### src/rtl/manchester_pkg.sv
// Shared types and threshold arithmetic for the Manchester receive front end.
package manchester_pkg;

    typedef enum logic {
        HUNT   = 1'b0,
        LOCKED = 1'b1
    } state_t;

    localparam int unsigned REF_MIN = 2;
    localparam int unsigned THR_W   = 8;

    // Half-bit setting actually used: 0 and 1 behave as the minimum.
    function automatic logic [3:0] eff_ref(input logic [3:0] refVal);
        return (refVal < 4'(REF_MIN)) ? 4'(REF_MIN) : refVal;
    endfunction

    function automatic logic [THR_W-1:0] mid_thr(input logic [3:0] refVal);
        return THR_W'(refVal) + THR_W'(refVal[3:1]);
    endfunction

    function automatic logic [THR_W-1:0] timeout(input logic [3:0] refVal);
        return THR_W'(refVal) + THR_W'({refVal, 1'b0});
    endfunction

endpackage

### src/rtl/manchester_decoder_edge_sync.sv
// Line synchronizer and edge detector: s is the synchronized level, lineEdge flags any transition.
module edge_sync
    import manchester_pkg::*;
#(
    parameter int unsigned SYNC_STAGES = 2
) (
    input  logic clk,
    input  logic globalReset,
    input  logic lineIn,
    output logic s,
    output logic lineEdge
);

    logic [SYNC_STAGES-1:0] syncReg;
    logic                   p;

    always_ff @(posedge clk or negedge globalReset) begin
        if (!globalReset) begin
            syncReg <= '0;
            p       <= 1'b0;
        end else begin
            syncReg[0] <= lineIn;
            for (int unsigned i = 1; i < SYNC_STAGES; i++) begin
                syncReg[i] <= syncReg[i-1];
            end
            p <= syncReg[SYNC_STAGES-1];
        end
    end

    assign s        = syncReg[SYNC_STAGES-1];
    assign lineEdge = s ^ p;

endmodule

### src/rtl/manchester_decoder.sv
// Oversampling Manchester decoder: recovers NRZ data, a data-qualified bit clock
// and a free-running balanced bit clock from the synchronized line.
module manchester_decoder
    import manchester_pkg::*;
#(
    parameter int unsigned CW          = 6,
    parameter int unsigned SYNC_STAGES = 2
) (
    input  logic       clk,
    input  logic       globalReset,
    input  logic       ManchesterCode,
    input  logic [3:0] REF,
    output logic       recoveredData,
    output logic       recoveredCLK,
    output logic       balancedCLK
);

    localparam int unsigned CMP_W = (CW > THR_W) ? CW : THR_W;

    logic             s;
    logic             lineEdge;
    state_t           state;
    logic [CW-1:0]    cnt;
    logic [3:0]       phase;
    logic [3:0]       refEff;
    logic [CMP_W-1:0] cntX;
    logic [CMP_W-1:0] midX;
    logic [CMP_W-1:0] toX;
    logic             accept;
    logic             timedOut;

    edge_sync #(
        .SYNC_STAGES(SYNC_STAGES)
    ) uSync (
        .clk        (clk),
        .globalReset(globalReset),
        .lineIn     (ManchesterCode),
        .s          (s),
        .lineEdge   (lineEdge)
    );

    always_comb begin
        refEff   = eff_ref(REF);
        cntX     = CMP_W'(cnt);
        midX     = CMP_W'(mid_thr(refEff));
        toX      = CMP_W'(timeout(refEff));
        accept   = lineEdge && ((state == HUNT) || (cntX >= midX));
        timedOut = (state == LOCKED) && (cntX >= toX);
    end

    // phase == 0 marks "never locked since reset"; the flywheel stays parked until then.
    always_ff @(posedge clk or negedge globalReset) begin
        if (!globalReset) begin
            state         <= HUNT;
            cnt           <= '0;
            phase         <= '0;
            recoveredData <= 1'b0;
            recoveredCLK  <= 1'b0;
            balancedCLK   <= 1'b0;
        end else begin
            if (accept) begin
                cnt <= CW'(1);
            end else if (cnt != '1) begin
                cnt <= cnt + 1'b1;
            end

            if (accept) begin
                state         <= LOCKED;
                recoveredData <= ~s;
                recoveredCLK  <= 1'b1;
                balancedCLK   <= 1'b1;
                phase         <= 4'd1;
            end else begin
                if (timedOut) begin
                    state <= HUNT;
                end
                if (phase != '0) begin
                    if (phase >= refEff) begin
                        phase        <= 4'd1;
                        balancedCLK  <= ~balancedCLK;
                        recoveredCLK <= 1'b0;
                    end else begin
                        phase <= phase + 4'd1;
                    end
                end
                if ((state == HUNT) || timedOut) begin
                    recoveredCLK <= 1'b0;
                end
            end
        end
    end

endmodule

### config.mk
export PLATFORM = sky130hd
export DESIGN_NAME = manchester_decoder
export DESIGN_NICKNAME = d
export VERILOG_FILES = /design/src/rtl/manchester_pkg.sv /design/src/rtl/manchester_decoder_edge_sync.sv /design/src/rtl/manchester_decoder.sv
export SDC_FILE = /design/constraint.sdc
export NUM_CORES = 1
export LEC_CHECK = 0
export ABC_AREA = 1
export ABC_CLOCK_PERIOD_IN_PS = 2250
export BUFFER_PORTS_ARGS = -buffer_cell sky130_fd_sc_hd__buf_2
export CAP_MARGIN = 20
export CORE_MARGIN = 4
export CORE_UTILIZATION = 59
export DETAILED_ROUTE_END_ITERATION = 8
export MAX_ROUTING_LAYER = met4
export PLACE_DENSITY = 0.78
export SYNTH_ARGS = -nofsm -noshare
export SYNTH_HDL_FRONTEND = slang
export SYNTH_SLANG_ARGS = --single-unit
### constraint.sdc
create_clock -name clk -period 2.25 [get_ports clk]
set_input_delay 0.45 -clock clk [delete_from_list [all_inputs] [get_ports clk]]
set_output_delay 0.45 -clock clk [all_outputs]
set_load 0.02 [all_outputs]
==> metrics.md, run 1 <==
| Metric | Value |
|---|---|
| Status | `finished, violations left` |
| Failing checks | `setup timing` |
| Class of the tightest hold or removal check | `input pin to asynchronous set/reset pin` |
| Number of vias per cell | `5.46` |
| Post-Syn Area | `1320 um2` |
| Post-Syn Nets | `195` |
| Die Span Y | `55.3 um` |
| Initial drt markers | `33` |
| Worst skew pair latency | `0.29 ns` |
| RSZ-0062 raised after global routing | `yes` |
| Ys Warns | `0` |
| FFs w/ async S/R, synth | `100%` |
| FF-to-FF path depth | `17` |
| Synth area leaders | `dfrtp_1 (32%), ha_1 (20%), nand2_1 (11%)` |
| Area fraction of the dominant cell type after synthesis | `32.2%` |
| XOR/XNOR share of the synthesized area | `3.32%` |
| Largest net degree at the start of global routing | `18` |
| Crit path buffers/inverters | `4` |
| Pint | `983 uW` |
| EDFF count, synth | `0` |
| Period minus WS final | `2.64 ns` |
| Worst-path cell chain | `buf_8 -> clkinvlp_4 -> ha_4 -> nor2_4 -> inv_2 -> ha_4 -> ha_4 -> or2_4 -> xnor2_2 -> ha_1 -> nand2_2 -> nand2_1 -> nand2_1 -> nand2_1 -> nand2_1 -> nand2_2 -> nand2_4 -> buf_12 -> o21ai_4 -> nand2_1 -> nand2_1` |
| Slew HR | `73.0%` |
| Slew Limit Fails | `0` |
| Sw Pwr | `860 uW` |
| Comb pwr share | `61.9%` |
| First-pass GRT wire length | `5800 um` |
| Post-synthesis register bit count | `17` |
| CP Launch Type | `input pin` |
| Synth unique cells | `26` |
| Final hold vios | `0` |
| Clock root cell | `clkbuf_4` |
| GRT overflow | `0` |
| Reg clk slew, reported paths | `0.10 ns` |
| Global placement routability congestion | `0.828` |
| CP Capture Type | `flip-flop` |
| Die Width | `55.3 um` |
| Power per cell area | `1090 nW/um2` |
| DR vias | `1228` |
| Nets | `227` |
| Num CTS Buffers | `3` |
| CP Class | `input pin to flip-flop` |
| Most instantiated library cell after synthesis | `nand2_1` |
| Area after DPL | `1560 um2` |
| Drt drc | `0` |
| Max frequency | `0.379 GHz` |
| Total clock sinks | `17` |
| Reg-to-reg slack, setup | `0.30 ns` |
| Critical path's slowest cell | `ha_1` |
| Syn-to-layout area delta | `28.3%` |
| Final WL | `3480 um` |
| Input/output buffers | `9` |
| Worst vdd ir | `1070 uV` |
| Critical path's most frequent cell | `nand2_1` |
| Commonest cells in the netlist | `nand2_1 (38), inv_1 (30), ha_1 (21)` |
| Clock power frac | `9.0%` |
| CP arrival | `2.83 ns` |
| Post-synthesis simple-gate area fraction | `24.3%` |
| Multiplexer share of the synthesized area | `0%` |
| CTS Buffer Depth | `2` |
| Synth area leader | `dfrtp_1` |
| Sequential area share after synthesis | `32.2%` |
| Rows | `16` |
| Leakage power | `0.921 nW` |
| Switch share | `46.7%` |
| CTS HTree Levels | `1` |
| FF-to-FF Start | `cnt[0]` |
| Sequential power share | `29.0%` |
| Post-DP HPWL | `2360 um` |
| Die ar. | `3060 um2` |
| Max FO, Critical Path | `5` |
| Reg2reg end | `balancedCLK` |
| Syn Inst Count | `167` |
| Final period utilization | `117%` |
| Number of max-cap violations | `0` |
| Data required, critical path | `2.44 ns` |
| Avg Cell Area, Syn | `7.90 um2` |
| Place WS | `-0.676 ns` |
| Top FF cell, synth | `dfrtp_1` |
| Total power | `1.84 mW` |
| Synth Area in Compound Gates | `10.3%` |
| Post-route design area | `1690 um2` |
| CTS tree | `done` |
| Slew of the pin with the lowest slew margin | `0.406 ns` |
| Final Core Density | `83.0%` |
| Initial antenna violation count | `0` |
| Top Family by Delay on Critical Path | `simple AND/OR/NAND/NOR gates` |
| Slowest cell delay on critical path | `0.31 ns` |
| Post-Synth Adder-Cell Area | `19.9%` |
| Core area | `2040 um2` |
| Number of global-route vias before repair | `1328` |
| Hold Slack | `0.0669 ns` |
| Routed WL per cell | `15.5 um` |
| Total track usage | `24.4%` |
| Max Clock Skew | `0.00171 ns` |
| Initial Utilization | `64.6%` |
| Pre-antenna DRT Iters | `4` |
| Antenna violation net count after detailed routing | `0` |
| Final setup fails | `14` |
| Main combinational cell family by area after synthesis | `simple AND/OR/NAND/NOR gates` |
| Io pins | `10` |
| Final Worst Setup Slack | `-0.391 ns` |
| # diodes | `0` |
| Share of cells above drive strength 1 | `31.3%` |
-- routing by layer --
metal	GRT usage, %	routed length [um]	vias up
li1	-	-	590
met1	25.1	1310	583
met2	44.3	1870	37
met3	4.90	133	18
met4	10.8	169	0
met5	-	0	-
-- metrics by stage --
step,TNS [ns],instances
2_1_floorplan,-4.51,167
3_3_place_gp,-6.58,218
4_1_cts,-3.30,225
5_1_grt,-5.58,225
6_report,-4.69,225
3_5_place_dp,-8.61,218
-- cell usage in the layout, fill, tap and decap left out, types with 2 or more instances in the layout --
cell      synthesis  final
a21oi_1           6      4
ha_4              0      3
a21oi_2           2      4
nor2_1            8      7
nand3_1          15     14
inv_1            30     27
o21ai_0           4      4
buf_2             0      8
nor3_1            2      2
ha_1             21     18
inv_2             2      4
nand2_2           3      5
nand2_1          38     34
dfrtp_1          17     17
clkbuf_4          0      3
o21ai_1           2      2
buf_4             0     17
nand3_2           1      2
nand2_4           1      3
xor2_1            3      3
-- cell families (layout without fill, tap and decap cells) --
group	count (synthesis)	after routing
AND/OR/NAND/NOR	71	71
buffers and inverters	33	64
adder cells (fa/ha/maj)	21	21
AO/OA/AOI/OAI	20	20
flip-flops	17	17
XOR/XNOR	5	5
-- registers in the layout (all words and copies together), names as in the netlist --
signal / cells
uSync.p: 1
recoveredCLK: 1
uSync.syncReg: 2
phase: 4
recoveredData: 1
cnt: 6
balancedCLK: 1
state: 1
-- how the worst max path moves through the flow --
stage,cells past startpoint,slack [ns],to,start
final,21,-0.39,balancedCLK,REF[2]
after global routing,21,-0.48,balancedCLK,REF[2]
after CTS,21,-0.30,balancedCLK,REF[2]
after detailed placement,20,-0.68,cnt[2],REF[2]
after global placement,21,-0.52,balancedCLK,REF[2]
after floorplan,20,-0.41,balancedCLK,REF[2]
-- repair_timing --
action	CTS	global route
cloned	1	0
buffers inserted	2	0
pin swaps	3	7
hold buffers	0	0
setup endpoints to repair	14	14
gates resized for setup	13	5
-- power by group through the flow --
| stage | Clock, mW | Combinational [mW] | Sequential (mW) |
|---|---|---|---|
| after detailed placement | 0 | 0.960 | 0.533 |
| final | 0.167 | 1.14 | 0.535 |
| after global routing | 0.183 | 1.27 | 0.545 |
| after CTS | 0.165 | 1.08 | 0.528 |
| after global placement | 0 | 0.906 | 0.523 |
| after floorplan | 0 | 0.665 | 0.532 |
-- layout make-up --
type                    instances  area (um2)
flip-flops and latches         17         425
well taps                      27        33.8
multi-input cells             117         855
repair buffers                 28         230
clock buffers                   4        26.3
fillers                       129         348
inverters                      32         124
No activity file was read; power rests on OpenSTA's default activity.
==> inputs of run 2 (changes only) <==
- GPL_TIMING_DRIVEN: not set -> 0
- REMOVE_ABC_BUFFERS: not set -> 1
==> run 2 against run 1 <==
Net effect: the run still ends with setup timing left; power is 8.6% lower; utilization fell by 4.1 points; cell count fell by 4.4%; setup slack improved by 0.14 ns; sequential power down 3%; clock power decreased by 7%; clock-buffer cell count is the same; cell area down 4.9%; register-to-register slack got worse by 0.02 ns; clock skew is essentially flat; non-clock buffer count fell by 10; critical endpoint is now recoveredCLK.
==> metrics.md, run 2 (same netlist as run 1, synthesis figures left out) <==
| Metric | Value |
|---|---|
| Reg-to-reg slack, setup | `0.28 ns (was 0.30 ns)` |
| Worst skew pair latency | `0.28 ns (was 0.29 ns)` |
| CP arrival | `2.67 ns (was 2.83 ns)` |
| Number of max-cap violations | `0 (unchanged)` |
| GRT overflow | `0 (unchanged)` |
| Post-DP HPWL | `2040 um (was 2360 um)` |
| Leakage power | `0.858 nW (was 0.921 nW)` |
| Nets | `217 (was 227)` |
| Max Clock Skew | `0.00212 ns (was 0.00171 ns)` |
| CTS Buffer Depth | `2 (unchanged)` |
| Power per cell area | `1050 nW/um2 (was 1090 nW/um2)` |
| Global placement routability congestion | `0.735 (was 0.828)` |
| CP Launch Type | `input pin (unchanged)` |
| Failing checks | `setup timing (unchanged)` |
| Max frequency | `0.400 GHz (was 0.379 GHz)` |
| Status | `finished, violations left (unchanged)` |
| RSZ-0062 raised after global routing | `yes (unchanged)` |
| CTS HTree Levels | `1 (unchanged)` |
| Number of vias per cell | `5.25 (was 5.46)` |
| Rows | `16 (unchanged)` |
| CP Capture Type | `flip-flop (unchanged)` |
| Drt drc | `0 (unchanged)` |
| Data required, critical path | `2.42 ns (was 2.44 ns)` |
| CTS tree | `done (unchanged)` |
| Multi-input logic area | `845 um2 (was 855 um2)` |
| Reg clk slew, reported paths | `0.09 ns (was 0.10 ns)` |
| CP Class | `input pin to flip-flop (unchanged)` |
| Number of global-route vias before repair | `1193 (was 1328)` |
| # diodes | `0 (unchanged)` |
| Filler cell count | `143 (was 129)` |
| Die Width | `55.3 um (unchanged)` |
| Final hold vios | `0 (unchanged)` |
| Final period utilization | `111% (was 117%)` |
| Pre-antenna DRT Iters | `4 (unchanged)` |
| Clock root cell | `clkbuf_4 (unchanged)` |
| Slew Limit Fails | `0 (unchanged)` |
| FF-to-FF Start | `phase[0] (was cnt[0])` |
| First-pass GRT wire length | `5170 um (was 5800 um)` |
| Die ar. | `3060 um2 (unchanged)` |
| FF-to-FF path depth | `10 (was 17)` |
| Final setup fails | `14 (unchanged)` |
| Largest net degree at the start of global routing | `18 (unchanged)` |
| Top reg by flops | `cnt (unchanged)` |
| Total track usage | `21.2% (was 24.4%)` |
| Num CTS Buffers | `3 (unchanged)` |
| Input/output buffers | `9 (unchanged)` |
| Period minus WS final | `2.50 ns (was 2.64 ns)` |
| Initial Utilization | `64.6% (unchanged)` |
| Routed WL per cell | `13.2 um (was 15.5 um)` |
| Initial drt markers | `18 (was 33)` |
| Total clock sinks | `17 (unchanged)` |
| Initial antenna violation count | `0 (unchanged)` |
| Antenna violation net count after detailed routing | `0 (unchanged)` |
| Largest registers | `cnt: 6 flops, phase: 4 flops, uSync.syncReg: 2 flops (unchanged)` |
| Final Worst Setup Slack | `-0.250 ns (was -0.391 ns)` |
| Commonest non-fill, non-tap cell in the layout | `nand2_1 (unchanged)` |
| Final Core Density | `78.9% (was 83.0%)` |
| Commonest non-fill, non-tap cells in the layout | `nand2_1 (37), inv_1 (26), ha_1 (18) (was nand2_1 (34), inv_1 (27), ha_1 (18))` |
| Die Span Y | `55.3 um (unchanged)` |
| Share of cells above drive strength 1 | `26.1% (was 31.3%)` |
| Final WL | `2840 um (was 3480 um)` |
| Max FO, Critical Path | `6 (was 5)` |
| Reg2reg end | `phase[0] (was balancedCLK)` |
| Register area | `425 um2 (unchanged)` |
| DR vias | `1128 (was 1228)` |
| Inst Count DP | `202 (was 218)` |
| Worst vdd ir | `949 uV (was 1070 uV)` |
| Io pins | `10 (unchanged)` |
| Syn-to-layout area delta | `22.0% (was 28.3%)` |
| Slew of the pin with the lowest slew margin | `0.409 ns (was 0.406 ns)` |
| Max reg flops | `6 (unchanged)` |
| Slew HR | `72.7% (was 73.0%)` |
| Total power | `1.69 mW (was 1.84 mW)` |
| Core area | `2040 um2 (unchanged)` |
| Final cell count without fillers | `215 (was 225)` |
| Class of the tightest hold or removal check | `input pin to asynchronous set/reset pin (unchanged)` |
[run 2: cell type report]
class / count / area share (%)
Sequential cell: 17 / 26.4
Timing Repair Buffer: 18 / 8.94
Tap cell: 27 / 2.10
Clock buffer: 4 / 1.63
Inverter: 32 / 8.47
Multi-Input combinational cell: 117 / 52.4
[run 2: worst max-delay path, cell delays in order]
cell and delay, ns:
buf_8 0.09, inv_8 0.03, ha_4 0.16, nor2_4 0.10, inv_2 0.05, ha_4 0.16
ha_4 0.14, or2_4 0.25, xnor2_2 0.15, ha_1 0.29, nand2_1 0.07, nand3_1 0.06
nand2_1 0.07, inv_1 0.04, nand2_1 0.06, nand2_2 0.06, nand2_4 0.09, clkinvlp_4 0.15
o21bai_4 0.19
[run 2: worst max path at each step]
| stage | from | to | slack, ns | cells after the start |
|---|---|---|---|---|
| 2_1_floorplan | REF[2] | recoveredCLK | -0.78 | 18 |
| 3_5_place_dp | REF[2] | phase[0] | -1.32 | 20 |
| 6_report | REF[2] | recoveredCLK | -0.25 | 19 |
| 4_1_cts | REF[2] | recoveredCLK | -0.22 | 19 |
| 5_1_grt | REF[3] | phase[0] | -0.41 | 19 |
| 3_3_place_gp | REF[2] | recoveredCLK | -1.25 | 19 |
[run 2: layer usage]
metal | GRT usage (%) | part of all wire, %
met1 | 24.3 | 43
met2 | 38.9 | 55
met3 | 2.33 | 1.3
met4 | 5.56 | 0.99
met5 | - | 0
[run 2: power breakdown]
group | internal (mW) | leakage, nW | switching [mW]
clock | 0.0687 | 0.0150 | 0.0866
combinational | 0.425 | 0.633 | 0.587
sequential | 0.413 | 0.210 | 0.105
[run 2: stage by stage]
stage          setup WS (ns)  hold WS, ns  area [um2]  setup TNS (ns)
2_1_floorplan         -0.785        0.154        1310           -8.74
3_3_place_gp           -1.25        0.333        1390          -14.96
3_5_place_dp           -1.32        0.350        1390          -15.91
4_1_cts               -0.215       0.0799        1610           -2.08
5_1_grt               -0.412       0.0813        1610           -4.44
6_report              -0.250       0.0743        1610           -2.52
[run 2: timing repair]
action | CTS | global route
pin swaps | 8 | 2
endpoints found under the hold margin | 0 | 0
gates resized for setup | 34 | 0
endpoints found under the setup margin | 14 | 14
hold buffers | 0 | 0
setup buffers | 9 | 0
